**src/rtl/binary_distributor_pkg.sv**
```systemverilog
// Shared definitions for the flit distributor: default widths, flit-type
// encodings and the steering FSM state type.
package binary_distributor_pkg;

    localparam int DFLT_FLIT_SIZE  = 32;
    localparam int DFLT_HEADER_LEN = 2;

    localparam logic [DFLT_HEADER_LEN-1:0] HEAD_FLIT   = 2'b10;
    localparam logic [DFLT_HEADER_LEN-1:0] BODY_FLIT   = 2'b00;
    localparam logic [DFLT_HEADER_LEN-1:0] TAIL_FLIT   = 2'b01;
    localparam logic [DFLT_HEADER_LEN-1:0] SINGLE_FLIT = 2'b11;

    typedef enum logic [1:0] {
        ST_IDLE  = 2'd0,
        ST_LOCK0 = 2'd1,
        ST_LOCK1 = 2'd2
    } dist_state_e;

    // HEAD and SINGLE both open a new packet and carry a valid destination.
    function automatic logic is_pkt_start(input logic [DFLT_HEADER_LEN-1:0] t);
        return (t == HEAD_FLIT) || (t == SINGLE_FLIT);
    endfunction

endpackage

```
**src/rtl/binary_distributor_flit_out_reg.sv**
```systemverilog
// One-flit output register; accepts a write in the same cycle it drains so
// a steady stream passes at one flit per cycle.
module flit_out_reg
    import binary_distributor_pkg::*;
#(
    parameter int FLIT_SIZE = DFLT_FLIT_SIZE
) (
    input  logic                 clk,
    input  logic                 rst,
    input  logic                 wr_i,
    input  logic [FLIT_SIZE-1:0] data_i,
    output logic                 ready_o,
    input  logic                 avail_i,
    output logic [FLIT_SIZE-1:0] data_o,
    output logic                 valid_o
);

    logic [FLIT_SIZE-1:0] data_q, data_d;
    logic                 valid_q, valid_d;

    assign ready_o = ~valid_q | avail_i;
    assign data_o  = data_q;
    assign valid_o = valid_q;

    always_comb begin
        data_d  = data_q;
        valid_d = valid_q;
        if (wr_i) begin
            data_d  = data_i;
            valid_d = 1'b1;
        end else if (avail_i) begin
            valid_d = 1'b0;
        end
    end

    always_ff @(posedge clk) begin
        if (rst) begin
            data_q  <= '0;
            valid_q <= 1'b0;
        end else begin
            data_q  <= data_d;
            valid_q <= valid_d;
        end
    end

endmodule

```
**src/rtl/binary_distributor.sv**
```systemverilog
// 1-to-2 wormhole packet distributor: the header destination picks an output
// and the choice is held until the tail so packets never interleave.
module binary_distributor
    import binary_distributor_pkg::*;
#(
    parameter int          FLIT_SIZE   = DFLT_FLIT_SIZE,
    parameter int          HEADER_LEN  = DFLT_HEADER_LEN,
    parameter int          DEST_POS    = 29,
    parameter int          DEST_LEN    = 4,
    parameter int unsigned SPLIT_POINT = 8
) (
    input  logic                 clk,
    input  logic                 rst,
    input  logic [FLIT_SIZE-1:0] in_i,
    input  logic                 in_valid_i,
    output logic                 in_avail_o,
    output logic [FLIT_SIZE-1:0] out0_o,
    output logic                 out0_valid_o,
    input  logic                 out0_avail_i,
    output logic [FLIT_SIZE-1:0] out1_o,
    output logic                 out1_valid_o,
    input  logic                 out1_avail_i,
    output logic                 err_pulse_o
);

    logic [FLIT_SIZE-1:0]  slot_q, slot_d;
    logic                  slot_valid_q, slot_valid_d;
    dist_state_e           state_q, state_d;
    logic                  err_q, err_d;

    logic [HEADER_LEN-1:0] typ;
    logic [DEST_LEN-1:0]   dest;
    logic                  route1, pkt_start, locked, discard, abort, port1;
    logic                  out0_ready, out1_ready, wr_ok, slot_moves, wr0, wr1, in_take;

    always_comb begin
        typ       = slot_q[FLIT_SIZE-1 -: HEADER_LEN];
        dest      = slot_q[DEST_POS -: DEST_LEN];
        route1    = 32'(dest) >= SPLIT_POINT;
        pkt_start = is_pkt_start(typ);
        locked    = (state_q != ST_IDLE);
        // Orphan BODY/TAIL with no open packet is dropped without waiting on any output.
        discard   = ~locked & ~pkt_start;
        abort     = locked & pkt_start;
        port1     = pkt_start ? route1 : (state_q == ST_LOCK1);
        wr_ok     = port1 ? out1_ready : out0_ready;
        slot_moves = slot_valid_q & (discard | wr_ok);
        wr0       = slot_moves & ~discard & ~port1;
        wr1       = slot_moves & ~discard &  port1;
        err_d     = slot_moves & (discard | abort);
    end

    always_comb begin
        state_d = state_q;
        if (slot_moves) begin
            if (discard) begin
                state_d = ST_IDLE;
            end else if (typ == HEAD_FLIT) begin
                state_d = port1 ? ST_LOCK1 : ST_LOCK0;
            end else if (typ != BODY_FLIT) begin
                state_d = ST_IDLE;
            end
        end
    end

    assign in_avail_o = ~rst & (~slot_valid_q | slot_moves);
    assign in_take    = in_valid_i & in_avail_o;

    always_comb begin
        slot_d       = slot_q;
        slot_valid_d = slot_valid_q;
        if (in_take) begin
            slot_d       = in_i;
            slot_valid_d = 1'b1;
        end else if (slot_moves) begin
            slot_valid_d = 1'b0;
        end
    end

    always_ff @(posedge clk) begin
        if (rst) begin
            slot_q       <= '0;
            slot_valid_q <= 1'b0;
            state_q      <= ST_IDLE;
            err_q        <= 1'b0;
        end else begin
            slot_q       <= slot_d;
            slot_valid_q <= slot_valid_d;
            state_q      <= state_d;
            err_q        <= err_d;
        end
    end

    assign err_pulse_o = err_q;

    flit_out_reg #(.FLIT_SIZE(FLIT_SIZE)) u_out0 (
        .clk     (clk),
        .rst     (rst),
        .wr_i    (wr0),
        .data_i  (slot_q),
        .ready_o (out0_ready),
        .avail_i (out0_avail_i),
        .data_o  (out0_o),
        .valid_o (out0_valid_o)
    );

    flit_out_reg #(.FLIT_SIZE(FLIT_SIZE)) u_out1 (
        .clk     (clk),
        .rst     (rst),
        .wr_i    (wr1),
        .data_i  (slot_q),
        .ready_o (out1_ready),
        .avail_i (out1_avail_i),
        .data_o  (out1_o),
        .valid_o (out1_valid_o)
    );

endmodule

```
**config.mk**
```make
export PLATFORM = sky130hd
export DESIGN_NAME = binary_distributor
export DESIGN_NICKNAME = d
export VERILOG_FILES = /design/src/rtl/binary_distributor_pkg.sv /design/src/rtl/binary_distributor_flit_out_reg.sv /design/src/rtl/binary_distributor.sv
export SDC_FILE = /design/constraint.sdc
export NUM_CORES = 1
export LEC_CHECK = 0
export ABC_AREA = 0
export ABC_CLOCK_PERIOD_IN_PS = 2300
export BUFFER_PORTS_ARGS = -buffer_cell sky130_fd_sc_hd__buf_2
export CORE_MARGIN = 2
export CORE_UTILIZATION = 35
export DETAILED_ROUTE_END_ITERATION = 10
export SETUP_SLACK_MARGIN = 0.1
export SLEW_MARGIN = 20
export SYNTH_ARGS = -nofsm -noshare
export SYNTH_HDL_FRONTEND = slang
export SYNTH_HIERARCHICAL = 1
export SYNTH_SLANG_ARGS = --single-unit
```
**constraint.sdc**
```tcl
create_clock -name clk -period 2.3 [get_ports clk]
set_input_delay 0.345 -clock clk [delete_from_list [all_inputs] [get_ports clk]]
set_output_delay 0.345 -clock clk [all_outputs]
set_load 0.01 [all_outputs]
```
== Yosys cells after proc, flatten, opt, wreduce, memory -nomap -nowiden ==
Cells that the tools add are included.
Storage, ports and cells
  register bits: 102
  bits in latches: 0
  bits in writable memories: 0
  ROM bits: 0
  bits of input ports: 37
  output and inout bits: 68
  logic and storage cells: 54
  memories: 0
Operators by class
  add/sub/neg operators: 0
  multipliers: 0
  divide/modulo/power cells: 0
  $lt $le $gt $ge: 1
  eq/ne operators: 3
  shift-type cells: 0
  mux-type cells: 12
  bitwise operators: 22
  reductions and logical operators: 8
Operators with widths (count)
  nonzero test 2 bit: 5
  AND 1 bit: 9
  2-to-1 mux 1 bit: 8
  2-to-1 mux 2 bit: 4
  inverter 1 bit: 8
  == test 2 bit, second input constant: 3
  bitwise OR 1 bit: 5
  greater-or-equal comparator 4 bit, second input constant: 1
  nonzero test 3 bit: 1
  AND reduction 2 bit: 1
  logical OR 1 bit: 1

== Longest topological paths before layout ==
  depth after elaboration: 10
  mapped depth: 9

== By module ==
Netlist, hierarchy kept.
Modules (own cells, without submodules)
  flit_out_reg: times used 2, cells each 108, area each 1204.9 sq um, seq. area each 660.6 sq um
  binary_distributor: times used 1, cells each 177, area each 1591.5 sq um, seq. area each 720.7 sq um

== Least setup slack after synthesis ==
No wires, ideal clock.
  path type: register to register
  from: reg slot_q[31]
  to: reg u_out1.data_q[10], in the netlist u_out1/data_o[10]
  setup time: 0.128 ns
  arrival time: 1.594 ns
  path slack: 0.578 ns
  stages on the path, launching flop included: 10
  buffers on the path: 2
  period minus slack after synthesis: 1.722 ns
  cells stage by stage: dfxtp_1 -> inv_1 -> ha_1 -> nor2b_1 -> nand2_1 -> a21oi_1 -> buf_6 -> buf_12 -> mux2i_1 -> nor2_1
Between the ends
  longest elaborated chain between the ends: 8
  elaborated cells between the ends (all ways): 12
  those cells by class: eq/ne: 2; mux: 2; bitwise: 7; reduce/logical: 1
Ends and longest elaborated chain
  from (decl): RTL line binary_distributor.sv:26  | logic [FLIT_SIZE-1:0] slot_q, slot_d;
  from (signal assigned): RTL line binary_distributor.sv:87  | slot_q <= slot_d;
  == test 2 bit: RTL line binary_distributor_pkg.sv:21  | return (t == HEAD_FLIT) || (t == SINGLE_FLIT);
  logical OR 1 bit *: RTL line binary_distributor_pkg.sv:21
  2-to-1 mux 1 bit / inverter 1 bit (equally long branches): RTL line binary_distributor.sv:45, binary_distributor.sv:43
  2-to-1 mux 1 bit / AND 1 bit (equally long branches): RTL line binary_distributor.sv:46, binary_distributor.sv:43
  bitwise OR 1 bit: RTL line binary_distributor.sv:47  | slot_moves = slot_valid_q & (discard | wr_ok);
  AND 1 bit: RTL line binary_distributor.sv:47
  AND 1 bit: RTL line binary_distributor.sv:49  | wr1 = slot_moves & ~discard & port1;
  AND 1 bit *: RTL line binary_distributor.sv:49
  net wr1: RTL line binary_distributor.sv:34  | logic out0_ready, out1_ready, wr_ok, slot_moves, wr0, wr1, in_take;
  to (signal assigned): RTL line binary_distributor_flit_out_reg.sv:41  | data_q <= data_d;
  to (decl): RTL line binary_distributor_flit_out_reg.sv:18  | logic [FLIT_SIZE-1:0] data_q, data_d;
Mark *: on every way through the listed nets, which the timed path passes. The rest lies on a longest branch.
A chain may end at the register's enable or synchronous reset.

== Worst setup path after layout ==
  from: reg slot_q[31]
  to: reg slot_q[27]
Between the ends
  longest elaborated chain between the ends: 9
  elaborated cells between the ends (all ways): 12
  those cells by class: eq/ne: 2; mux: 2; bitwise: 7; reduce/logical: 1
Ends and longest elaborated chain
  == test 2 bit: RTL line binary_distributor_pkg.sv:21
  logical OR 1 bit *: RTL line binary_distributor_pkg.sv:21
  2-to-1 mux 1 bit / inverter 1 bit (equally long branches): RTL line binary_distributor.sv:45, binary_distributor.sv:43
  2-to-1 mux 1 bit / AND 1 bit (equally long branches): RTL line binary_distributor.sv:46, binary_distributor.sv:43
  bitwise OR 1 bit *: RTL line binary_distributor.sv:47
  AND 1 bit *: RTL line binary_distributor.sv:47
  bitwise OR 1 bit *: RTL line binary_distributor.sv:66  | assign in_avail_o = ~rst & (~slot_valid_q | slot_moves);
  AND 1 bit *: RTL line binary_distributor.sv:66
  AND 1 bit *: RTL line binary_distributor.sv:67  | assign in_take = in_valid_i & in_avail_o;
Every way passes the cells marked *; elsewhere a longest branch is shown, timed or not.

==> flow_summary.json <==
{
  "die-width_um": 111,
  "cts_post_setup_buffers_inserted": 0,
  "skew_ns": 0.00578,
  "final-setup-viol-count": 0,
  "syn_nets": 431,
  "fillerInstances": 1091,
  "place_hpwl_mm": 6.28,
  "grt_antenna_before_repair": 0,
  "report.power.total_mw": 3.49,
  "clk_path_buf_depth": 2,
  "run_status": "finished clean",
  "cp_data_required_time_ns": 2.56,
  "mappedNetlistArea_sq_um": 4000,
  "timing.final.crit_period_ns": 2.00,
  "grt_first_pass_wirelength_mm": 14.3,
  "power.leakage_nw": 2.07,
  "routabilityCongestion": 0.754,
  "maxSlewHeadroom": 0.640,
  "postLayoutCoreUtil": 0.428,
  "timing.final.max_slew_violations": 0,
  "report.final.hold_viol_count": 0,
  "core_region_area_sq_um": 11300,
  "synth_enable_flop_cells": 0,
  "worst-setup-path-type": "reg -> reg",
  "clock_sinks": 102,
  "yosysWarnings": 6,
  "cts_tree": "yes",
  "worst-r2r-cell-count": 7,
  "timing.fmax_mhz": 499,
  "netlist_instances": 393,
  "place.port_buffers": 104,
  "final_min_period_over_clock_period": 0.871,
  "synth-main-ff-cell": "dfxtp_1",
  "share_of_layout_cells_above_drive_strength_1": 0.271,
  "final_common_cell": "buf_2",
  "timing.setup.tns_ns": 0,
  "worstPathMaxFanout": 14,
  "flop_and_latch_count_out_of_synthesis": 102,
  "height_of_the_die_um": 111,
  "detail_route.wl_per_cell_um": 13.6,
  "drt_iter0_drc": 72,
  "ctsHtreeMaxLevel": 3,
  "clk-insertion-delay-late_ns": 0.33,
  "drt.antenna.violating_nets": 0,
  "drtPass1Iterations": 4,
  "timing.hold.ws_ns": 0.249,
  "pin_count": 105,
  "vias": 2933,
  "routed_wl_mm": 8.68,
  "synth-async-reset-ratio": 0,
  "synth_area_per_cell_sq_um": 10.2,
  "type_of_origin_of_the_critical_path": "flip-flop",
  "tightestPinTransition_ns": 0.539,
  "grt_usage": 0.144,
  "root_buffer": "clkbuf_16",
  "global_route_congestion_overflow_total": 0,
  "post-route-drc-count": 0,
  "cell_depth_of_the_worst_hold_path": 3,
  "area_overhead_vs_synth_pct": 20.7,
  "finalNetCount": 528,
  "clk_transition_reported_paths_ns": 0.06,
  "worst_ep_arrival_time_ns": 2.26,
  "grt_pass1_vias": 2808,
  "rsz0062_at_grt": "false",
  "layout_common_cells": "buf_2 (104), dfxtp_1 (101), mux2i_1 (96)",
  "cp-end-kind": "flip-flop",
  "tritoncts.num_buffers": 9,
  "netlist-cell-type-count": 25,
  "max-cap-violations": 0,
  "grt_start_max_net_pins": 49,
  "start_util": 0.355,
  "hp-class": "in -> reg",
  "fp.dieArea_sq_um": 12300,
  "drt-vias-per-instance": 4.59,
  "power_density_nw_per_um2": 723,
  "ir_drop_mv": 0.289,
  "yosysSeqAreaShare": 0.510,
  "floorplan.rows": 39
}
sequential cells by signal (all words and copies together) (netlist names):
signal / cells
u_out0/data_o: 32
u_out0/valid_o: 1
state_q: 2
u_out1/data_o: 32
err_pulse_o: 1
u_out1/valid_o: 1
slot_q: 32
slot_valid_q: 1
per-layer routing:
layer / vias to the layer above / global-route usage / share of wire
met5: - / 0 / 0
met4: 0 / 0.0558 / 0.017
met3: 12 / 0.0459 / 0.061
met2: 73 / 0.229 / 0.47
met1: 1366 / 0.182 / 0.45
li1: 1482 / - / -
worst paths after layout:
check / from / endpoint / slack (ns)
setup / recovery: slot_q[31]$_SDFFE_PP0P_ / slot_q[27]$_SDFFE_PP0P_ / 0.30
hold / removal: in_i[13] / slot_q[13]$_SDFFE_PP0P_ / 0.25
setup reg to reg: slot_q[31]$_SDFFE_PP0P_ / slot_q[27]$_SDFFE_PP0P_ / 0.30
hold reg to reg: slot_q[2]$_SDFFE_PP0P_ / slot_q[2]$_SDFFE_PP0P_ / 0.48
worst max-delay path, stage by stage (launching register included):
cell	delay, ns
dfxtp_2	0.42
inv_1	0.06
ha_1	0.24
nand2b_1	0.22
nor3_1	0.27
o22a_4	0.32
buf_12	0.19
mux2i_1	0.20
cells in the mapped netlist (all sizes together) (2+ instances only):
cell type  instances  share of area
dfxtp            102           0.51
mux2i             96           0.24
nor2              68          0.064
nand2             67          0.063
buf               16          0.058
clkbuf            11          0.010
inv                7         0.0066
a21oi              5         0.0063
nand2b             3         0.0047
o21ai              3         0.0038
a22o               2         0.0044
a31oi              2         0.0031
nand3              2         0.0056
stage by stage:
step | cells | worst slack (ns) | cell area (sq um)
floorplan | 393 | 0.578 | 4000
global placement | 622 | 0.249 | 4550
detailed placement | 622 | 0.164 | 4550
CTS | 638 | 0.137 | 4820
global route | 638 | 0.169 | 4830
finish | 639 | 0.296 | 4830
repair_timing:
action,4_1_cts,5_1_grt
hold buffers,0,0
setup endpoints to repair,0,33
gates resized for setup,0,3
area by class of cell:
type	instances	area (sq um)	area share
Antenna cell	1	2.50	0.000518
Clock buffer	13	250	0.0518
Clock inverter	3	18.8	0.00389
Inverter	7	26.3	0.00544
Multi-Input combinational cell	257	1680	0.349
Sequential cell	102	2040	0.423
Tap cell	143	179	0.0370
Timing Repair Buffer	113	626	0.130
where the power goes:
group | internal (mW) | switching, mW | leakage [nW] | total [mW]
sequential | 1.82 | 0.0441 | 0.830 | 1.86
clock | 0.765 | 0.626 | 0.134 | 1.39
combinational | 0.110 | 0.126 | 1.11 | 0.236
cells by family (layout without fill, tap and decap cells):
group | Yosys count | after routing | share of synthesized area
AOI/OAI and AO/OA | 14 | 14 | 0.0225
adders and majority gates | 1 | 1 | 0.00313
buffers and inverters | 34 | 136 | 0.0754
DFF | 102 | 102 | 0.510
muxes | 96 | 96 | 0.240
other | 0 | 1 | 0
and+or+nand+nor | 146 | 146 | 0.149
Power figures use the tool's default switching activity.
